$ cat src/rtl/timer_ctrl.sv
// Programmable interval timer: register file, prescaled down-counter with
// IDLE/RUN/DONE sequencing, and a level interrupt held until acknowledged.
//
// state | meaning
// ------+---------------------------------------------------------------
// IDLE  | stopped; COUNT and prescaler hold their values
// RUN   | prescaler advancing, COUNT decrements on each tick
// DONE  | one-shot expired; COUNT holds 0, EN reads 0
module timer_ctrl #(
    parameter int          PRESC_W    = 16,
    parameter logic [31:0] RESET_LOAD = 32'd100
) (
    input  logic        clk,
    input  logic        reset,
    input  logic [2:0]  addr,
    input  logic        we,
    input  logic [31:0] wd,
    output logic [31:0] rd,
    input  logic        irq_ack,
    output logic        irq,
    output logic        tick
);

    typedef enum logic [1:0] {
        S_IDLE = 2'd0,
        S_RUN  = 2'd1,
        S_DONE = 2'd2
    } state_t;

    state_t               state_q, state_d;
    logic                 auto_q, auto_d;
    logic                 ie_q, ie_d;
    logic [31:0]          load_q, load_d;
    logic [PRESC_W-1:0]   presc_q, presc_d;
    logic [31:0]          count_q, count_d;
    logic [PRESC_W-1:0]   presc_cnt_q, presc_cnt_d;
    logic                 pend_q, pend_d;
    logic                 irq_q, irq_d;
    logic                 tick_q, tick_d;
    logic                 ctrl_wr;
    logic                 pend_clr;
    logic                 expire;

    // State and register flops; reset is asynchronous so irq drops at once.
    always_ff @(posedge clk or posedge reset) begin
        if (reset) begin
            state_q     <= S_IDLE;
            auto_q      <= 1'b0;
            ie_q        <= 1'b0;
            load_q      <= RESET_LOAD;
            presc_q     <= '0;
            count_q     <= '0;
            presc_cnt_q <= '0;
            pend_q      <= 1'b0;
            irq_q       <= 1'b0;
            tick_q      <= 1'b0;
        end else begin
            state_q     <= state_d;
            auto_q      <= auto_d;
            ie_q        <= ie_d;
            load_q      <= load_d;
            presc_q     <= presc_d;
            count_q     <= count_d;
            presc_cnt_q <= presc_cnt_d;
            pend_q      <= pend_d;
            irq_q       <= irq_d;
            tick_q      <= tick_d;
        end
    end

    // Next-state: sequencing, prescaler/counter, register writes, PEND set/clear.
    always_comb begin
        state_d     = state_q;
        auto_d      = auto_q;
        ie_d        = ie_q;
        load_d      = load_q;
        presc_d     = presc_q;
        count_d     = count_q;
        presc_cnt_d = presc_cnt_q;
        pend_d      = pend_q;
        tick_d      = 1'b0;
        irq_d       = pend_q & ie_q;
        expire      = 1'b0;
        ctrl_wr     = we && (addr == 3'd0);
        pend_clr    = irq_ack || (we && (addr == 3'd4) && wd[0]);

        case (state_q)
            S_RUN: begin
                // A stop write takes priority over any tick on the same edge.
                if (ctrl_wr && !wd[0]) begin
                    state_d = S_IDLE;
                end else if (presc_cnt_q == presc_q) begin
                    presc_cnt_d = '0;
                    tick_d      = 1'b1;
                    if (count_q == 32'd0) begin
                        expire = 1'b1;
                        if (auto_q) begin
                            count_d = load_q;
                        end else begin
                            state_d = S_DONE;
                        end
                    end else begin
                        count_d = count_q - 32'd1;
                    end
                end else begin
                    presc_cnt_d = presc_cnt_q + 1'b1;
                end
            end
            default: begin
                if (ctrl_wr && wd[0]) begin
                    state_d     = S_RUN;
                    count_d     = load_q;
                    presc_cnt_d = '0;
                end
            end
        endcase

        if (ctrl_wr) begin
            auto_d = wd[1];
            ie_d   = wd[2];
        end
        if (we && (addr == 3'd1)) begin
            load_d = wd;
        end
        if (we && (addr == 3'd2)) begin
            presc_d = wd[PRESC_W-1:0];
        end

        // Expiry beats a same-edge acknowledge so no event is lost.
        if (expire) begin
            pend_d = 1'b1;
        end else if (pend_clr) begin
            pend_d = 1'b0;
        end
    end

    // Register read mux; EN is exactly "currently running".
    always_comb begin
        rd = 32'd0;
        case (addr)
            3'd0:    rd = {29'd0, ie_q, auto_q, (state_q == S_RUN)};
            3'd1:    rd = load_q;
            3'd2:    rd = 32'(presc_q);
            3'd3:    rd = count_q;
            3'd4:    rd = {31'd0, pend_q};
            default: rd = 32'd0;
        endcase
    end

    assign irq  = irq_q;
    assign tick = tick_q;

endmodule

$ cat config.mk
export PLATFORM = sky130hd
export DESIGN_NAME = timer_ctrl
export DESIGN_NICKNAME = d
export VERILOG_FILES = /design/src/rtl/timer_ctrl.sv
export SDC_FILE = /design/constraint.sdc
export NUM_CORES = 1
export LEC_CHECK = 0
export CAP_MARGIN = 20
export CORE_AREA = 2 2 112 114
export CTS_BUF_LIST = sky130_fd_sc_hd__clkbuf_8 sky130_fd_sc_hd__clkbuf_16
export DETAILED_ROUTE_END_ITERATION = 6
export DIE_AREA = 0 0 114 116
export PLACE_DENSITY = 0.74
export SYNTH_ARGS = -nofsm -noshare
export SYNTH_HDL_FRONTEND = slang
export SYNTH_SLANG_ARGS = --single-unit
export TNS_END_PERCENT = 10
$ cat constraint.sdc
create_clock -name clk -period 6.4 [get_ports clk]
set_input_delay 0.96 -clock clk [delete_from_list [all_inputs] [get_ports clk]]
set_output_delay 0.96 -clock clk [all_outputs]
set_load 0.02 [all_outputs]
==> results of run 1 <==
cell families after synthesis:
logic type | Yosys count
xor+xnor | 27
mux | 67
fa+ha+maj | 3
buf+inv | 50
flops | 103
compound gates | 140
simple gates | 200
per-stage QoR:
step	hold WS (ns)	setup WS (ns)	total power (µW)	cell area [µm²]
3_3_place_gp	0.497	2.07	1820	6670
4_1_cts	0.527	1.97	2410	6960
6_report	0.523	1.95	2420	7010
2_1_floorplan	0.467	2.74	1600	5880
3_5_place_dp	0.507	1.97	1850	6670
5_1_grt	0.557	1.83	2570	7010
cell type report:
cell class                      instances  share of cell area, %
Inverter                                9                  0.518
Tap cell                              147                   2.62
Clock inverter                          7                  0.928
Timing Repair Buffer                   82                   11.8
Sequential cell                       103                   36.8
Clock buffer                            9                   3.21
Multi-Input combinational cell        437                   44.1
registers in the layout (all words and copies together), names as in the netlist, 2 cells and up:
signal	cells
presc_cnt_q	16
presc_q	16
count_q	32
state_q	2
load_q	32
Yosys cell counts (17+ instances only):
library cell	instances	area, µm²
nor4_1	17	106
a21oi_1	34	170
mux2_2	64	721
nand3_1	22	110
a22o_1	17	149
xor2_1	22	193
nand2_1	24	90.1
dfrtp_1	100	2500
nor2_1	52	195
clkbuf_1	22	82.6
nor3_1	20	100
o21ai_0	20	100
power groups by stage:
stage | clock network [µW] | logic [µW] | registers, µW
after floorplan | 0 | 615 | 982
final | 550 | 800 | 1070
after detailed placement | 0 | 779 | 1070
after CTS | 560 | 787 | 1060
after global placement | 0 | 755 | 1060
after global routing | 586 | 879 | 1100
worst paths after layout:
path	slack [ns]	depth (start not counted)	from	end
min in group asynchronous	0.88	2	reset	presc_cnt_q[8]$_DFFE_PP0P_
worst max register to register	3.08	6	count_q[4]$_DFFE_PP0P_	count_q[23]$_DFFE_PP0P_
max in group asynchronous	4.55	4	reset	load_q[6]$_DFFE_PP1P_
worst min-delay path	0.52	1	count_q[15]$_DFFE_PP0P_	count_q[15]$_DFFE_PP0P_
worst min register to register	0.52	1	count_q[15]$_DFFE_PP0P_	count_q[15]$_DFFE_PP0P_
worst max-delay path	1.95	5	addr[2]	rd[19]
routing by layer:
layer | part of all wire [%] | vias up
li1 | - | 2295
met1 | 43 | 2450
met2 | 49 | 163
met3 | 6.6 | 19
met4 | 1.5 | 0
met5 | 0 | -
critical path: cells and delay by family:
family	cells	cell delay (ns)
buffers and inverters	3	1.66
AO/OA/AOI/OAI	1	0.24
AND/OR/NAND/NOR	1	0.63
==> flow_summary.toml, run 1 <==
[placed_design]
place_inst = 776
dp_hpwl_mm = 10.4
port_buffers = 72
gp_congestion = 0.884

[critical_path]
cpMaxStageDelayCell = "clkdlybuf4s50_1"
cp_data_arrival_time_ns = 3.49
crit_path_max_incr_delay_ns = 0.75
critical_path_required_ns = 5.44
worst_setup_path_start_kind = "input pin"
crit_type = "input pin to output pin"
cp_cell_sequence = "clkdlybuf4s50_1 > inv_1 > and3_1 > a22o_1 > clkdlybuf4s50_1"
cp_common_cell = "clkdlybuf4s50_1"
end_kind = "output pin"
crit_fanout = 18

[power_and_ir_drop]
p_comb_share_pct = 33.1
p_int_uw = 1510
power_frac_seq_pct = 44.2
clkPwrFrac_pct = 22.7
p_leak_uw = 0.00279
vdd_ir_drop_max_mv = 0.169
power-per-cell-area_nw_per_um2 = 345
switching_share_pct = 37.6
p_switching_uw = 909

[global_route]
antenna_found_initial = 0
grt.busiest_layer = "met2"
grt_max_degree = 87
grt_pass1_vias = 4749
grt_util_met1_pct = 30.6
grt_first_pass_wirelength_mm = 24.5
met3_usage_pct = 6.64
track_usage_pct = 23.5
use_met2_pct = 38.8
grt_remaining_overflow = 0

[routing]
avgViaCountPerCell = 6.21
drtPass1Iterations = 5
drtIter0Drc = 302
avgRoutedWirePerCell_um = 18.9
ant_nets = 0
drc = 0
vias = 4927
wirelength_mm = 15.0

[finish]
area_delta_synth_final_pct = 19.1
layout.core_utilization_pct = 58.9
num-fill-cells = 1024
regArea_um2 = 2580
final_nets = 684
drive_above_1_share_pct = 16.8
multi_input_area_um2 = 3090
antennaDiodeCount = 0
final_common_cell = "dfrtp_1"
final_cell_mix = "100 x dfrtp_1, 72 x clkdlybuf4s50_1, 64 x mux2_2"
layout.cells.non_filler = 794

[floorplan]
die-area_um2 = 13200
die_width_um = 114
initial_core_util_pct = 49.4
dieHeight_um = 116
core_um2 = 11900
rows = 40
io_pins = 73

[synthesis]
ys_seq_area_share_pct = 43.9
synth_cell_types = 58
synthMuxAreaShare_pct = 13.2
syn_inst = 590
synthFlopType = "dfrtp_1"
synth-async-reset-ratio_pct = 100
synth_edf_count = 0
syn_area_per_cell_um2 = 9.97
synth_xor_area_share_pct = 4.02
mappedNetlistNets = 632
synth_fa_ha_area_share_pct = 0.638
yosysWarnings = 0
synthSimpleGateAreaFrac_pct = 18.5
synth-compound-area-share_pct = 16.0
netlist_area_um2 = 5880
synth_top_family_by_area = "simple AND/OR/NAND/NOR gates"
ys_ff_latch = 103

[timing]
fin_crit_ns = 4.45
setup_viol = 0
timing_hold_violations_final = 0
finClkSkew_ns = 0.0115
fmax_mhz = 225
drv_slew = 0
max_slew_margin_pct = 31.1
rsz0062_at_grt = "false"
worst_pin_slew_ns = 1.02
period_share_pct = 69.6
final.setup.tns_ns = 0

[run_status]
status = "completed"

[clock_network]
cts_max_level = 3
clock-sinks = 103
cts-resized-gates = 0
clock_latency_ns = 0.36
postCtsHoldBufs = 0
cts_inserted_buffers = 9
max-clock-path-buffers = 2
cts-root-buf = "clkbuf_16"
clkTransAtPathRegs_ns = 0.07
cts_tree = "built"
post-cts-setup-buffers = 0

[flow_run]
maxCapViolations = 0

[worst_hold_path]
min_path_type = "flop to flop"
No activity file was read; power rests on OpenSTA's default activity.
==> run 2: changes to the inputs <==
--- a/config.mk
+++ b/config.mk
@@ -10,7 +10,7 @@
 export CTS_BUF_LIST = sky130_fd_sc_hd__clkbuf_8 sky130_fd_sc_hd__clkbuf_16
 export DETAILED_ROUTE_END_ITERATION = 6
 export DIE_AREA = 0 0 114 116
-export PLACE_DENSITY = 0.74
+export PLACE_DENSITY = 0.77
 export SYNTH_ARGS = -nofsm -noshare
 export SYNTH_HDL_FRONTEND = slang
 export SYNTH_SLANG_ARGS = --single-unit
==> constraint.sdc (replaced) <==
create_clock -name clk -period 3.76 [get_ports clk]
set_input_delay 0.564 -clock clk [delete_from_list [all_inputs] [get_ports clk]]
set_output_delay 0.564 -clock clk [all_outputs]
set_load 0.02 [all_outputs]
==> flow_summary.toml, run 2 (synthesized netlist as in run 1, its figures left out) <==
[clock_network]
cts-resized-gates = 0
max-clock-path-buffers = 2
clkTransAtPathRegs_ns = 0.07
cts_tree = "built"
cts_max_level = 3
clock-sinks = 103
post-cts-setup-buffers = 0
clock_latency_ns = 0.35
cts-root-buf = "clkbuf_16"
cts_inserted_buffers = 9
postCtsHoldBufs = 0

[finish]
largestRegisters = "count_q: 32 flops, load_q: 32 flops"
layout.cells.non_filler = 806
drive_above_1_share_pct = 18.5
layout.core_utilization_pct = 59.3
area_delta_synth_final_pct = 20.1
antennaDiodeCount = 0
final_nets = 696
final_cell_area_um2 = 7070
final_cell_mix = "100 x dfrtp_1, 72 x clkdlybuf4s50_1, 64 x mux2_2"
final_common_cell = "dfrtp_1"

[routing]
drc = 0
ant_nets = 0
vias = 5031
avgRoutedWirePerCell_um = 19.2
wirelength_mm = 15.5
drtPass1Iterations = 5
avgViaCountPerCell = 6.24
drtIter0Drc = 355

[global_route]
grt_first_pass_wirelength_mm = 25.4
grt_pass1_vias = 4958
track_usage_pct = 24.2
antenna_found_initial = 0
grt_max_degree = 50
grt_remaining_overflow = 0

[timing]
fmax_mhz = 306
final.setup.tns_ns = 0
fin_crit_ns = 3.27
rsz0062_at_grt = "false"
fin_hold_ws_ns = 0.525
worst_pin_slew_ns = 1.05
setup_viol = 0
drv_slew = 0
max_slew_margin_pct = 30.0
timing_hold_violations_final = 0
period_share_pct = 87.0
finClkSkew_ns = 0.00989

[critical_path]
cp_top_family = "buffers and inverters"
reg2reg_to = "count_q[27]$_DFFE_PP0P_"
cpMaxStageDelayCell = "clkdlybuf4s50_1"
cp_cell_sequence = "clkdlybuf4s50_1 > buf_4 > mux2_2 > a22oi_1 > nor2_1 > clkdlybuf4s50_1"
crit_fanout = 15
worst_setup_path_start_kind = "input pin"
crit_path_max_incr_delay_ns = 0.69
r2r.worst_path.cells = 6
crit_type = "input pin to output pin"
crit_buf_inv = 3
r2r_setup_slack_ns = 0.60
cp_data_arrival_time_ns = 2.71
critical_path_required_ns = 3.20
end_kind = "output pin"
setup.worst_path.start = "addr[1]"
cp_common_cell = "clkdlybuf4s50_1"
r2r_start = "count_q[12]$_DFFE_PP0P_"

[power_and_ir_drop]
switching_share_pct = 38.4
p_leak_uw = 0.00283
p_comb_share_pct = 33.3
power_frac_seq_pct = 44.7
power-per-cell-area_nw_per_um2 = 586
p_switching_uw = 1590
vdd_ir_drop_max_mv = 0.316
clkPwrFrac_pct = 22.0
p_int_uw = 2550

[placed_design]
dp_hpwl_mm = 11.2
place_inst = 790
post_dp_cell_area_um2 = 6780
port_buffers = 72
gp_congestion = 0.894

[worst_hold_path]
whs_path_depth = 1
min_path_type = "flop to flop"
whs_endpoint = "irq$_DFF_PP0_"
min_from = "ie_q$_DFFE_PP0N_"

[floorplan]
initial_core_util_pct = 49.4
die-area_um2 = 13200
core_um2 = 11900
dieHeight_um = 116
io_pins = 73
rows = 40
die_width_um = 114

[flow_run]
maxCapViolations = 0

[run_status]
status = "completed"
==> run 2: worst max-delay path by stage <==
stage / to / depth (start not counted)
final: rd[11] / 6
after global routing: count_q[27]$_DFFE_PP0P_ / 6
after CTS: rd[11] / 6
after detailed placement: rd[11] / 6
after global placement: rd[11] / 6
after floorplan: auto_q$_DFFE_PP0N_ / 1
==> run 2: final cells by class <==
type                            count  area, µm²
Multi-Input combinational cell    437       3090
Sequential cell                   103       2580
Tap cell                          147        184
Clock inverter                      6       51.3
Fill cell                        1040       4840
Inverter                            9       36.3
Clock buffer                       10        239
Timing Repair Buffer               94        886
==> run 2: worst register-to-register path: stages, from the launching register on <==
cell,delay (ns)
dfrtp_1,0.48
or4_4,0.63
nor4b_4,0.45
nand4_2,0.25
or3_1,0.54
nand2_2,0.47
o21ai_0,0.19
==> run 2: per-stage QoR <==
step,power (µW),setup slack (ns)
2_1_floorplan,2720,0.497
3_3_place_gp,3160,0.591
3_5_place_dp,3220,0.514
4_1_cts,4140,0.506
5_1_grt,4390,0.382
6_report,4140,0.488
==> run 2: layer usage <==
metal  GRT usage, %  vias up  routed length (µm)
met5              0        -                   0
met4           8.70        0                 287
met3           4.65       28                 827
met2           40.2      182                7460
met1           31.8     2494                6930
li1               -     2327                   -
==> run 2: power groups by stage <==
stage               combinational [µW]  sequential, µW  clock, µW
floorplan                         1050            1670          0
global placement                  1320            1840          0
detailed placement                1360            1850          0
CTS                               1370            1840        925
global route                      1510            1900        976
finish                            1380            1850        913
==> run 3: changes to the inputs <==
--- a/config.mk
+++ b/config.mk
@@ -5,11 +5,12 @@
 export SDC_FILE = /design/constraint.sdc
 export NUM_CORES = 1
 export LEC_CHECK = 0
+export ABC_CLOCK_PERIOD_IN_PS = 3760
 export CAP_MARGIN = 20
 export CORE_AREA = 2 2 112 114
-export CTS_BUF_LIST = sky130_fd_sc_hd__clkbuf_8 sky130_fd_sc_hd__clkbuf_16
 export DETAILED_ROUTE_END_ITERATION = 6
 export DIE_AREA = 0 0 114 116
+export HOLD_SLACK_MARGIN = 0.15
 export PLACE_DENSITY = 0.77
 export SYNTH_ARGS = -nofsm -noshare
 export SYNTH_HDL_FRONTEND = slang
==> results of run 3 <==
Same layout as run 2: the final DEF is identical, and so are final timing and power.
